[src/rtl/regfile_scoreboard_if.sv]
// Issue and write-port bundle between Decode/Writeback and the register file
// scoreboard.
//   master : Decode/Writeback side. It drives the issue fields and the write
//            port, and it observes the accept, stall and operand outputs.
//   slave  : regfile_scoreboard side, which is the mirror image of master.
interface regfile_scoreboard_if #(
  parameter int REG_WIDTH = 16,
  parameter int IDX_WIDTH = 4
);
  logic                 I_IssueValid;
  logic [IDX_WIDTH-1:0] I_Src1Idx;
  logic                 I_Src1Used;
  logic [IDX_WIDTH-1:0] I_Src2Idx;
  logic                 I_Src2Used;
  logic [IDX_WIDTH-1:0] I_DestIdx;
  logic                 I_DestWrite;
  logic                 I_IsBranch;
  logic                 I_BranchResolved;
  logic                 I_WriteBackEnable;
  logic [IDX_WIDTH-1:0] I_WriteBackRegIdx;
  logic [REG_WIDTH-1:0] I_WriteBackData;
  logic                 O_Accept;
  logic                 O_DepStallSignal;
  logic                 O_BranchStallSignal;
  logic                 O_OutValid;
  logic [REG_WIDTH-1:0] O_Src1Value;
  logic [REG_WIDTH-1:0] O_Src2Value;
  logic                 O_ScoreboardError;

  modport master (
    output I_IssueValid, I_Src1Idx, I_Src1Used, I_Src2Idx, I_Src2Used,
           I_DestIdx, I_DestWrite, I_IsBranch, I_BranchResolved,
           I_WriteBackEnable, I_WriteBackRegIdx, I_WriteBackData,
    input  O_Accept, O_DepStallSignal, O_BranchStallSignal, O_OutValid,
           O_Src1Value, O_Src2Value, O_ScoreboardError
  );

  modport slave (
    input  I_IssueValid, I_Src1Idx, I_Src1Used, I_Src2Idx, I_Src2Used,
           I_DestIdx, I_DestWrite, I_IsBranch, I_BranchResolved,
           I_WriteBackEnable, I_WriteBackRegIdx, I_WriteBackData,
    output O_Accept, O_DepStallSignal, O_BranchStallSignal, O_OutValid,
           O_Src1Value, O_Src2Value, O_ScoreboardError
  );
endinterface

[src/rtl/regfile_scoreboard.sv]
// Decode-side architectural register file with a per-register scoreboard of
// pending writes.
//   I_CLOCK : clock. All state changes on the rising edge.
//   I_LOCK  : synchronous active-low reset.
//   bus     : slave modport.
//             Issue inputs: src1/src2/dest, branch, and branch-resolved.
//             Write port:   the writeback enable, index and data.
//             Outputs:      accept and dependency stall (combinational);
//                           branch stall, operand valid and the two operand
//                           values (registered); and a sticky protocol-error
//                           flag.
module regfile_scoreboard #(
  parameter int REG_WIDTH = 16,
  parameter int NUM_REGS  = 16,
  parameter int IDX_WIDTH = 4,
  parameter int CNT_WIDTH = 2
) (
  input logic            I_CLOCK,
  input logic            I_LOCK,
  regfile_scoreboard_if.slave bus
);

  localparam logic [CNT_WIDTH-1:0] CNT_MAX = '1;
  localparam logic [CNT_WIDTH-1:0] CNT_ONE = CNT_WIDTH'(1);

  logic [REG_WIDTH-1:0] regs [NUM_REGS];
  logic [CNT_WIDTH-1:0] cnt  [NUM_REGS];
  logic                 branch_pending;
  logic                 out_valid;
  logic [REG_WIDTH-1:0] src1_value;
  logic [REG_WIDTH-1:0] src2_value;
  logic                 sb_error;

  logic                 bypass1, bypass2;
  logic                 hazard1, hazard2, dest_full;
  logic                 dep_stall, accept;
  logic                 wb_hits_src1, wb_hits_src2;
  logic [NUM_REGS-1:0]  inc_vec, dec_vec;

  // The stall terms look only at indices, enables and counters. The
  // writeback data never feeds the stall path.
  assign wb_hits_src1 = bus.I_WriteBackEnable && (bus.I_WriteBackRegIdx == bus.I_Src1Idx);
  assign wb_hits_src2 = bus.I_WriteBackEnable && (bus.I_WriteBackRegIdx == bus.I_Src2Idx);

  // A same-cycle writeback can only be bypassed when it retires the last
  // pending write. With older writes still in flight, the value it carries
  // is not the newest one.
  assign bypass1 = wb_hits_src1 && (cnt[bus.I_Src1Idx] == CNT_ONE);
  assign bypass2 = wb_hits_src2 && (cnt[bus.I_Src2Idx] == CNT_ONE);
  assign hazard1 = bus.I_Src1Used && (cnt[bus.I_Src1Idx] != '0) && !bypass1;
  assign hazard2 = bus.I_Src2Used && (cnt[bus.I_Src2Idx] != '0) && !bypass2;
  assign dest_full = bus.I_DestWrite && (cnt[bus.I_DestIdx] == CNT_MAX) &&
                     !(bus.I_WriteBackEnable && (bus.I_WriteBackRegIdx == bus.I_DestIdx));

  assign dep_stall = bus.I_IssueValid && (hazard1 || hazard2 || dest_full);
  assign accept    = bus.I_IssueValid && !dep_stall && !branch_pending;

  always_comb begin
    inc_vec = '0;
    dec_vec = '0;
    if (accept && bus.I_DestWrite) inc_vec[bus.I_DestIdx] = 1'b1;
    if (bus.I_WriteBackEnable)     dec_vec[bus.I_WriteBackRegIdx] = 1'b1;
  end

  // Register file, scoreboard and operand stage. Results are one cycle after
  // accept.
  always_ff @(posedge I_CLOCK) begin
    if (!I_LOCK) begin
      for (int i = 0; i < NUM_REGS; i++) begin
        regs[i] <= '0;
        cnt[i]  <= '0;
      end
      branch_pending <= 1'b0;
      out_valid      <= 1'b0;
      src1_value     <= '0;
      src2_value     <= '0;
      sb_error       <= 1'b0;
    end else begin
      if (bus.I_WriteBackEnable) regs[bus.I_WriteBackRegIdx] <= bus.I_WriteBackData;

      // An increment and a decrement in the same cycle cancel out. A
      // decrement at zero is clamped, and it raises the error flag below.
      for (int i = 0; i < NUM_REGS; i++) begin
        if (inc_vec[i] && !dec_vec[i])
          cnt[i] <= cnt[i] + CNT_ONE;
        else if (dec_vec[i] && !inc_vec[i] && (cnt[i] != '0))
          cnt[i] <= cnt[i] - CNT_ONE;
      end

      if (bus.I_WriteBackEnable && (cnt[bus.I_WriteBackRegIdx] == '0))
        sb_error <= 1'b1;

      if (accept && bus.I_IsBranch)
        branch_pending <= 1'b1;
      else if (bus.I_BranchResolved)
        branch_pending <= 1'b0;

      out_valid <= accept;
      if (accept) begin
        src1_value <= wb_hits_src1 ? bus.I_WriteBackData : regs[bus.I_Src1Idx];
        src2_value <= wb_hits_src2 ? bus.I_WriteBackData : regs[bus.I_Src2Idx];
      end
    end
  end

  assign bus.O_Accept            = accept;
  assign bus.O_DepStallSignal    = dep_stall;
  assign bus.O_BranchStallSignal = branch_pending;
  assign bus.O_OutValid          = out_valid;
  assign bus.O_Src1Value         = src1_value;
  assign bus.O_Src2Value         = src2_value;
  assign bus.O_ScoreboardError   = sb_error;

endmodule

[src/flat_wrapper.sv]
// flat-port wrapper written by rule: the top's interface ports become plain ports
module regfile_scoreboard_flat 
#(
  parameter int REG_WIDTH = 16,
  parameter int NUM_REGS  = 16,
  parameter int IDX_WIDTH = 4,
  parameter int CNT_WIDTH = 2
)
  (I_CLOCK, I_LOCK, bus_I_IssueValid, bus_I_Src1Idx, bus_I_Src1Used, bus_I_Src2Idx, bus_I_Src2Used, bus_I_DestIdx, bus_I_DestWrite, bus_I_IsBranch, bus_I_BranchResolved, bus_I_WriteBackEnable, bus_I_WriteBackRegIdx, bus_I_WriteBackData, bus_O_Accept, bus_O_DepStallSignal, bus_O_BranchStallSignal, bus_O_OutValid, bus_O_Src1Value, bus_O_Src2Value, bus_O_ScoreboardError);
  regfile_scoreboard_if #(.REG_WIDTH(REG_WIDTH), .IDX_WIDTH(IDX_WIDTH)) bus_i ();
  input logic I_CLOCK;
  input logic I_LOCK;
  input wire logic [$bits(bus_i.I_IssueValid)-1:0] bus_I_IssueValid;
  input wire logic [$bits(bus_i.I_Src1Idx)-1:0] bus_I_Src1Idx;
  input wire logic [$bits(bus_i.I_Src1Used)-1:0] bus_I_Src1Used;
  input wire logic [$bits(bus_i.I_Src2Idx)-1:0] bus_I_Src2Idx;
  input wire logic [$bits(bus_i.I_Src2Used)-1:0] bus_I_Src2Used;
  input wire logic [$bits(bus_i.I_DestIdx)-1:0] bus_I_DestIdx;
  input wire logic [$bits(bus_i.I_DestWrite)-1:0] bus_I_DestWrite;
  input wire logic [$bits(bus_i.I_IsBranch)-1:0] bus_I_IsBranch;
  input wire logic [$bits(bus_i.I_BranchResolved)-1:0] bus_I_BranchResolved;
  input wire logic [$bits(bus_i.I_WriteBackEnable)-1:0] bus_I_WriteBackEnable;
  input wire logic [$bits(bus_i.I_WriteBackRegIdx)-1:0] bus_I_WriteBackRegIdx;
  input wire logic [$bits(bus_i.I_WriteBackData)-1:0] bus_I_WriteBackData;
  output wire logic [$bits(bus_i.O_Accept)-1:0] bus_O_Accept;
  output wire logic [$bits(bus_i.O_DepStallSignal)-1:0] bus_O_DepStallSignal;
  output wire logic [$bits(bus_i.O_BranchStallSignal)-1:0] bus_O_BranchStallSignal;
  output wire logic [$bits(bus_i.O_OutValid)-1:0] bus_O_OutValid;
  output wire logic [$bits(bus_i.O_Src1Value)-1:0] bus_O_Src1Value;
  output wire logic [$bits(bus_i.O_Src2Value)-1:0] bus_O_Src2Value;
  output wire logic [$bits(bus_i.O_ScoreboardError)-1:0] bus_O_ScoreboardError;
  assign bus_i.I_IssueValid = bus_I_IssueValid;
  assign bus_i.I_Src1Idx = bus_I_Src1Idx;
  assign bus_i.I_Src1Used = bus_I_Src1Used;
  assign bus_i.I_Src2Idx = bus_I_Src2Idx;
  assign bus_i.I_Src2Used = bus_I_Src2Used;
  assign bus_i.I_DestIdx = bus_I_DestIdx;
  assign bus_i.I_DestWrite = bus_I_DestWrite;
  assign bus_i.I_IsBranch = bus_I_IsBranch;
  assign bus_i.I_BranchResolved = bus_I_BranchResolved;
  assign bus_i.I_WriteBackEnable = bus_I_WriteBackEnable;
  assign bus_i.I_WriteBackRegIdx = bus_I_WriteBackRegIdx;
  assign bus_i.I_WriteBackData = bus_I_WriteBackData;
  assign bus_O_Accept = bus_i.O_Accept;
  assign bus_O_DepStallSignal = bus_i.O_DepStallSignal;
  assign bus_O_BranchStallSignal = bus_i.O_BranchStallSignal;
  assign bus_O_OutValid = bus_i.O_OutValid;
  assign bus_O_Src1Value = bus_i.O_Src1Value;
  assign bus_O_Src2Value = bus_i.O_Src2Value;
  assign bus_O_ScoreboardError = bus_i.O_ScoreboardError;
  regfile_scoreboard #(.REG_WIDTH(REG_WIDTH), .NUM_REGS(NUM_REGS), .IDX_WIDTH(IDX_WIDTH), .CNT_WIDTH(CNT_WIDTH)) u_core (.I_CLOCK(I_CLOCK), .I_LOCK(I_LOCK), .bus(bus_i));
endmodule
[config.mk]
export PLATFORM = sky130hd
export DESIGN_NAME = regfile_scoreboard_flat
export DESIGN_NICKNAME = d
export VERILOG_FILES = /design/src/rtl/regfile_scoreboard_if.sv /design/src/rtl/regfile_scoreboard.sv /design/src/flat_wrapper.sv
export SDC_FILE = /design/constraint.sdc
export NUM_CORES = 1
export LEC_CHECK = 0
export CELL_PAD_IN_SITES_DETAIL_PLACEMENT = 0
export CELL_PAD_IN_SITES_GLOBAL_PLACEMENT = 1
export CORE_ASPECT_RATIO = 0.9
export CORE_MARGIN = 2
export CORE_UTILIZATION = 43
export CTS_CLUSTER_SIZE = 8
export DETAILED_ROUTE_END_ITERATION = 10
export PLACE_DENSITY = 0.68
export SETUP_SLACK_MARGIN = 0.15
export SYNTH_ARGS = -nofsm -noshare
export SYNTH_HDL_FRONTEND = slang
export SYNTH_SLANG_ARGS = --single-unit
[constraint.sdc]
create_clock -name I_CLOCK -period 8.6 [get_ports I_CLOCK]
set_clock_uncertainty 0.15 [all_clocks]
set_input_delay 2.15 -clock I_CLOCK [delete_from_list [all_inputs] [get_ports I_CLOCK]]
set_output_delay 2.15 -clock I_CLOCK [all_outputs]
set_load 0.05 [all_outputs]
; ---- After elaboration in Yosys (flattened, before gate mapping)
; Memories as Yosys holds them, arrays and structs flattened. A register that Yosys moved wholly into a read port is not among the register bits.
; Cells that the tools add are included.
[totals]
input_bits = 41
elab_cells = 367
mem_count = 2
out_inout_bits = 37
register_bits = 3
ram_bits = 288
[classes]
addsub = 32
n_mux = 159
eq_ne = 6
n_bitwise = 32
magnitude_cmp = 4
n_reduce_logical = 129
[mem_list]
columns = name, depth, width, rd, rd_clocked_by_memory_dff, write_ports, line
row1 = u_core.regs, 16, 16, 2, 2, 16, regfile_scoreboard.sv:26  ; logic [REG_WIDTH-1:0] regs [NUM_REGS];
row2 = u_core.cnt, 16, 2, 20, 0, 16, regfile_scoreboard.sv:27  ; logic [CNT_WIDTH-1:0] cnt [NUM_REGS];
[ops]
columns = cell, count
row1 = $mux W1, 121
row2 = $logic_and A1 B1 Y1, 67
row3 = $mux W2, 32
row4 = $mux W16, 3
row5 = $logic_not A1 Y1, 39
row6 = $reduce_bool A2 Y1, 19
row7 = $add A2 B1 Y2 const B, 16
row8 = $or A1 B1 Y1, 32
row9 = $sub A2 B1 Y2 const B, 16
row10 = $reduce_or A16 Y1, 1
row11 = $eq A4 B4 Y1, 3
row12 = $lt A4 B5 Y1 const B, 2
row13 = $demux W1 S4, 2
row14 = $ge A4 B1 Y1 const B, 2
row15 = $eq A2 B1 Y1 const B, 2
row16 = $mux W4, 1
row17 = $eq A2 B2 Y1 const B, 1
row18 = $logic_not A2 Y1, 1
row19 = $logic_or A1 B1 Y1, 2

; ---- Longest topological paths before layout
; Gate-level depths: netlist of run 1.
[depth]
ltp_word = 21
depth_mapped = 11
ltp_nobuf = 7

; ---- Least setup slack after synthesis of run 1
; Ideal clock, no wire load.
[synth_timing]
path_kind = input to output
from = input port bus_I_DestIdx[0]
to = output port bus_O_DepStallSignal
n_path_buf = 3
required_ps = 6300
path_stages = 9
slack_ps = 1983
t_arrival_ps = 4317
cell_sequence = buf_2 buf_4 mux4_2 mux2i_1 mux2_2 nor3_1 a311o_1 buf_2 and2_1
[synth_via]
elab_chain_cells = 6
word_cells_on_any_way = 9
classes_between = 2 x eq/ne / 6 x reduce/logical / 1 x memory
[synth_lines]
columns = item, line
row1 = start: declaration, flat_wrapper.sv:18  ; input wire logic [$bits(bus_i.I_DestIdx)-1:0] bus_I_DestIdx;
row2 = $mem_v2 Z16 W2 or $eq A4 B4 Y1 (tied branches), --
row3 = $eq A2 B2 Y1 or $logic_and A1 B1 Y1 (tied branches), "regfile_scoreboard.sv:52, regfile_scoreboard.sv:53"
row4 = $logic_and A1 B1 Y1 or $logic_not A1 Y1 (tied branches), "regfile_scoreboard.sv:52, regfile_scoreboard.sv:53"
row5 = $logic_and A1 B1 Y1 (*), regfile_scoreboard.sv:52  ; assign dest_full = bus.I_DestWrite && (cnt[bus.I_DestIdx] == CNT_MAX) &&
row6 = $logic_or A1 B1 Y1 (*), regfile_scoreboard.sv:55  ; assign dep_stall = bus.I_IssueValid && (hazard1 || hazard2 || dest_full);
row7 = $logic_and A1 B1 Y1 (*), regfile_scoreboard.sv:55
row8 = end: declaration, flat_wrapper.sv:26  ; output wire logic [$bits(bus_i.O_DepStallSignal)-1:0] bus_O_DepStallSignal;
; Every way passes the cells marked *; elsewhere a longest branch is shown, timed or not.

; ---- Worst setup path in the final report of run 1
[layout_timing]
from = input port bus_I_WriteBackRegIdx[3]
to = output port bus_O_DepStallSignal
[layout_via]
elab_chain_cells = 8
word_cells_on_any_way = 17
classes_between = 3 x eq/ne / 14 x reduce/logical
[layout_lines]
columns = item, line
row1 = start: declaration, flat_wrapper.sv:23  ; input wire logic [$bits(bus_i.I_WriteBackRegIdx)-1:0] bus_I_WriteBackRegIdx;
row2 = $eq A4 B4 Y1 (on tied branches), "regfile_scoreboard.sv:42, regfile_scoreboard.sv:43"
row3 = $logic_and A1 B1 Y1 (on tied branches), "regfile_scoreboard.sv:42, regfile_scoreboard.sv:43"
row4 = $logic_and A1 B1 Y1 (on tied branches), "regfile_scoreboard.sv:48, regfile_scoreboard.sv:49"
row5 = $logic_not A1 Y1 (on tied branches), "regfile_scoreboard.sv:50, regfile_scoreboard.sv:51"
row6 = $logic_and A1 B1 Y1 (on tied branches), "regfile_scoreboard.sv:50, regfile_scoreboard.sv:51"
row7 = $logic_or A1 B1 Y1, regfile_scoreboard.sv:55
row8 = $logic_or A1 B1 Y1 (*), regfile_scoreboard.sv:55
row9 = $logic_and A1 B1 Y1 (*), regfile_scoreboard.sv:55
; Marks and branches as above.

==> metrics.cfg, run 1 <==
[run_status]
outcome=finished, final reports clean

[sta]
timing.final.crit_share=0.857
tns_ns=0
tightestPinTransition_ns=1.32
finalHoldViolations=0
fin_ws_ns=1.23
layout_min_cycle_time_ns=7.37
rsz0062_at_grt=false
setup_violations=0
max-slew-margin-rel=0.117
max_clock_freq_ghz=0.136
slew_viol_final=0

[placed_design]
preCtsSetupSlack_ns=1.24
place.gp.congestion=0.966
numPortBuffers=77
dp_hpwl_um=37400

[logic_synthesis]
ys_seq_area_frac=0.509
ys_types=53
yosys-mux-area-fraction=0.249
ys_warn_count=0
syn_nets=1387
syn_inst=1345
syn_avg_cell_area_um2=13.7
synth-seq-cells=323
synth-simple-area-share=0.136
async_reset_ff_frac=0
synth-edff-count=288
synth_top_family_by_area=multiplexers
synthXorXnorAreaFrac=0.00858
synth-adder-area-share=0.000681
synth_compound_area_frac=0.0647
syn_area_mm2=0.0184
ys.flop_type=edfxtp_1

[detailed_routing]
drt-total-wl_um=58300
first_iter_violations=1387
antenna_left=0
wl_per_cell_um=29.9
drt-pass1-iter-count=5
num_vias=12500
remaining_drc_errors=0
via_per_inst=6.38

[pwr]
powerDensity_mw_per_mm2=203
power_w=0.00425
p_leak_nw=7.18
vdd_drop_max_uv=152

[setup_path]
cp_max_fo=16
r2r_slack_ns=4.46
cpMaxStageDelayCell=clkdlybuf4s50_1
arrival_ns=5.07
r2r-end=u_core.cnt[12][1]
worst_ep_required_time_ns=6.30
critPathLaunchType=input pin
reg2reg_depth=8
crit_type=in2out
cp-endpoint=bus_O_DepStallSignal
worst_path_largest_cell_delay_ns=0.91
crit_path_start=bus_I_WriteBackRegIdx[3]
crit_path_end_kind=output port
path_cells=clkdlybuf4s50_1, xnor2_1, nand3_1, o21ai_0, a221oi_1, a311o_1, and2_1, buf_4
rr_startpoint=u_core.cnt[2][1]

[global_route]
grt_pass1_vias=12300
grtUsageTotal=0.267
antenna_found_initial=1
gr-total-overflow=0
grt_pass1_wl_um=85900
grt_start_max_net_pins=66

[layout]
final_util=0.499
nets=1425
drive_gt1_frac=0.218
antenna_cells=0
layout_common_cells=edfxtp_1, and2_1, mux4_2
area_delta_synth_final_pct=14.0
nFillCells=3596
final_common_cell=edfxtp_1

[run]
maxCapViolCount=0

[clock_network]
cts_hold_buf=0
clock_latency_ns=0.57
cts-root-buf=clkbuf_16
cts.reportedPaths.clkPinSlew_ns=0.05
cts_setup_buffers=0
clockBufferDepth=3
cts_buffers=46
htreeDepth=2
cts_tree=done
numClockSinks=323
cts.repair.resized=0

[floorplan]
rows=71
core_area_mm2=0.0420
die_area_mm2=0.0444
die_h_um=200
die_width_um=222
initial_utilization=0.437
design.portCount=78

[hold_path]
hold_class=reg2reg
holdPathStages=2
hold_path.startpoint=u_core.bus.O_ScoreboardError

==> power breakdown <==
group          total [W]  switching, W  internal, W
combinational   0.000662      0.000389     0.000273
sequential       0.00189     0.0000727      0.00182
clock            0.00170      0.000673      0.00103
total            0.00425       0.00113      0.00311
==> worst min-delay path by stage <==
| stage | to |
|---|---|
| floorplan | u_core.cnt[9][0] |
| finish | u_core.bus.O_ScoreboardError |
| global placement | u_core.bus.O_ScoreboardError |
| global route | u_core.bus.O_ScoreboardError |
| CTS | u_core.bus.O_ScoreboardError |
| detailed placement | u_core.bus.O_ScoreboardError |
==> routing by layer <==
layer  wire [um]  GRT usage  vias to the layer above
met1       25100      0.392                     6401
met2       26300      0.402                      589
met3        5800     0.0643                       88
met4        1100     0.0625                        0
li1            -          -                     5374
met5           0          0                        -
==> final cells by class <==
cell class,instances,area [um^2],area share
repair buffers,114,1030,0.0493
inverters,22,82.6,0.00394
multi-input cells,876,8500,0.406
clock buffers,70,1310,0.0623
flip-flops and latches,323,9350,0.446
well taps,547,684,0.0327
clock inverters,1,3.75,0.000179
==> through the flow <==
stage               std cells  hold slack, ns  area, um^2
floorplan                1345           0.451       18400
global placement         1882           0.307       19600
detailed placement       1882           0.344       19600
CTS                      1953           0.357       21000
global route             1953           0.386       21000
finish                   1953           0.342       21000
==> state kept, by name, summed over array words and instances (netlist names) <==
signal / flops
u_core.regs: 256
u_core.cnt: 32
u_core.bus.O_ScoreboardError: 1
u_core.bus.O_BranchStallSignal: 1
u_core.bus.O_OutValid: 1
u_core.bus.O_Src1Value: 16
u_core.bus.O_Src2Value: 16
==> critical path: cells and delay by family <==
kind | cells | cell delay (ns)
AO/OA/AOI/OAI | 3 | 1.33
buffers and inverters | 2 | 1.10
AND/OR/NAND/NOR | 2 | 0.34
XOR/XNOR | 1 | 0.13
==> cell usage after synthesis, types with 4 or more instances <==
| cell | number | area (um^2) |
|---|---|---|
| and3_1 | 81 | 507 |
| nand2b_1 | 6 | 37.5 |
| buf_1 | 15 | 56.3 |
| xnor2_1 | 9 | 78.8 |
| mux2_2 | 5 | 56.3 |
| a21oi_1 | 50 | 250 |
| nor2_1 | 65 | 244 |
| or2_2 | 5 | 31.3 |
| o2111ai_1 | 7 | 61.3 |
| nand3_1 | 29 | 145 |
| a31oi_1 | 5 | 31.3 |
| nand2_1 | 33 | 124 |
| inv_1 | 22 | 82.6 |
| mux4_2 | 180 | 4050 |
| clkbuf_1 | 79 | 297 |
| nor2b_1 | 13 | 81.3 |
| buf_2 | 22 | 110 |
| o31ai_1 | 4 | 30.0 |
| dfxtp_1 | 35 | 701 |
| edfxtp_1 | 288 | 8650 |
| o21ai_0 | 31 | 155 |
| nor3_1 | 17 | 85.1 |
| and2_1 | 182 | 1140 |
| o211ai_1 | 21 | 158 |
| buf_4 | 8 | 60.1 |
| mux2i_1 | 45 | 450 |
| a211oi_1 | 38 | 285 |
| xor2_1 | 9 | 78.8 |
==> kinds of logic (layout without fill, tap and decap cells) <==
family,after synthesis,after routing
simple gates,445,445
xor+xnor,18,18
buf+inv,146,207
compound gates,181,181
flops,323,323
mux,231,231
fa+ha+maj,1,1
No activity file was read; power rests on OpenSTA's default activity.
==> run 2, diff against run 1 <==
--- a/config.mk
+++ b/config.mk
@@ -13,7 +13,7 @@
 export CTS_CLUSTER_SIZE = 8
 export DETAILED_ROUTE_END_ITERATION = 10
 export PLACE_DENSITY = 0.68
-export SETUP_SLACK_MARGIN = 0.15
+export SETUP_SLACK_MARGIN = 0.5
 export SYNTH_ARGS = -nofsm -noshare
 export SYNTH_HDL_FRONTEND = slang
 export SYNTH_SLANG_ARGS = --single-unit
==> results of run 2 <==
No change in the layout: final DEF, timing and power equal those of run 1.
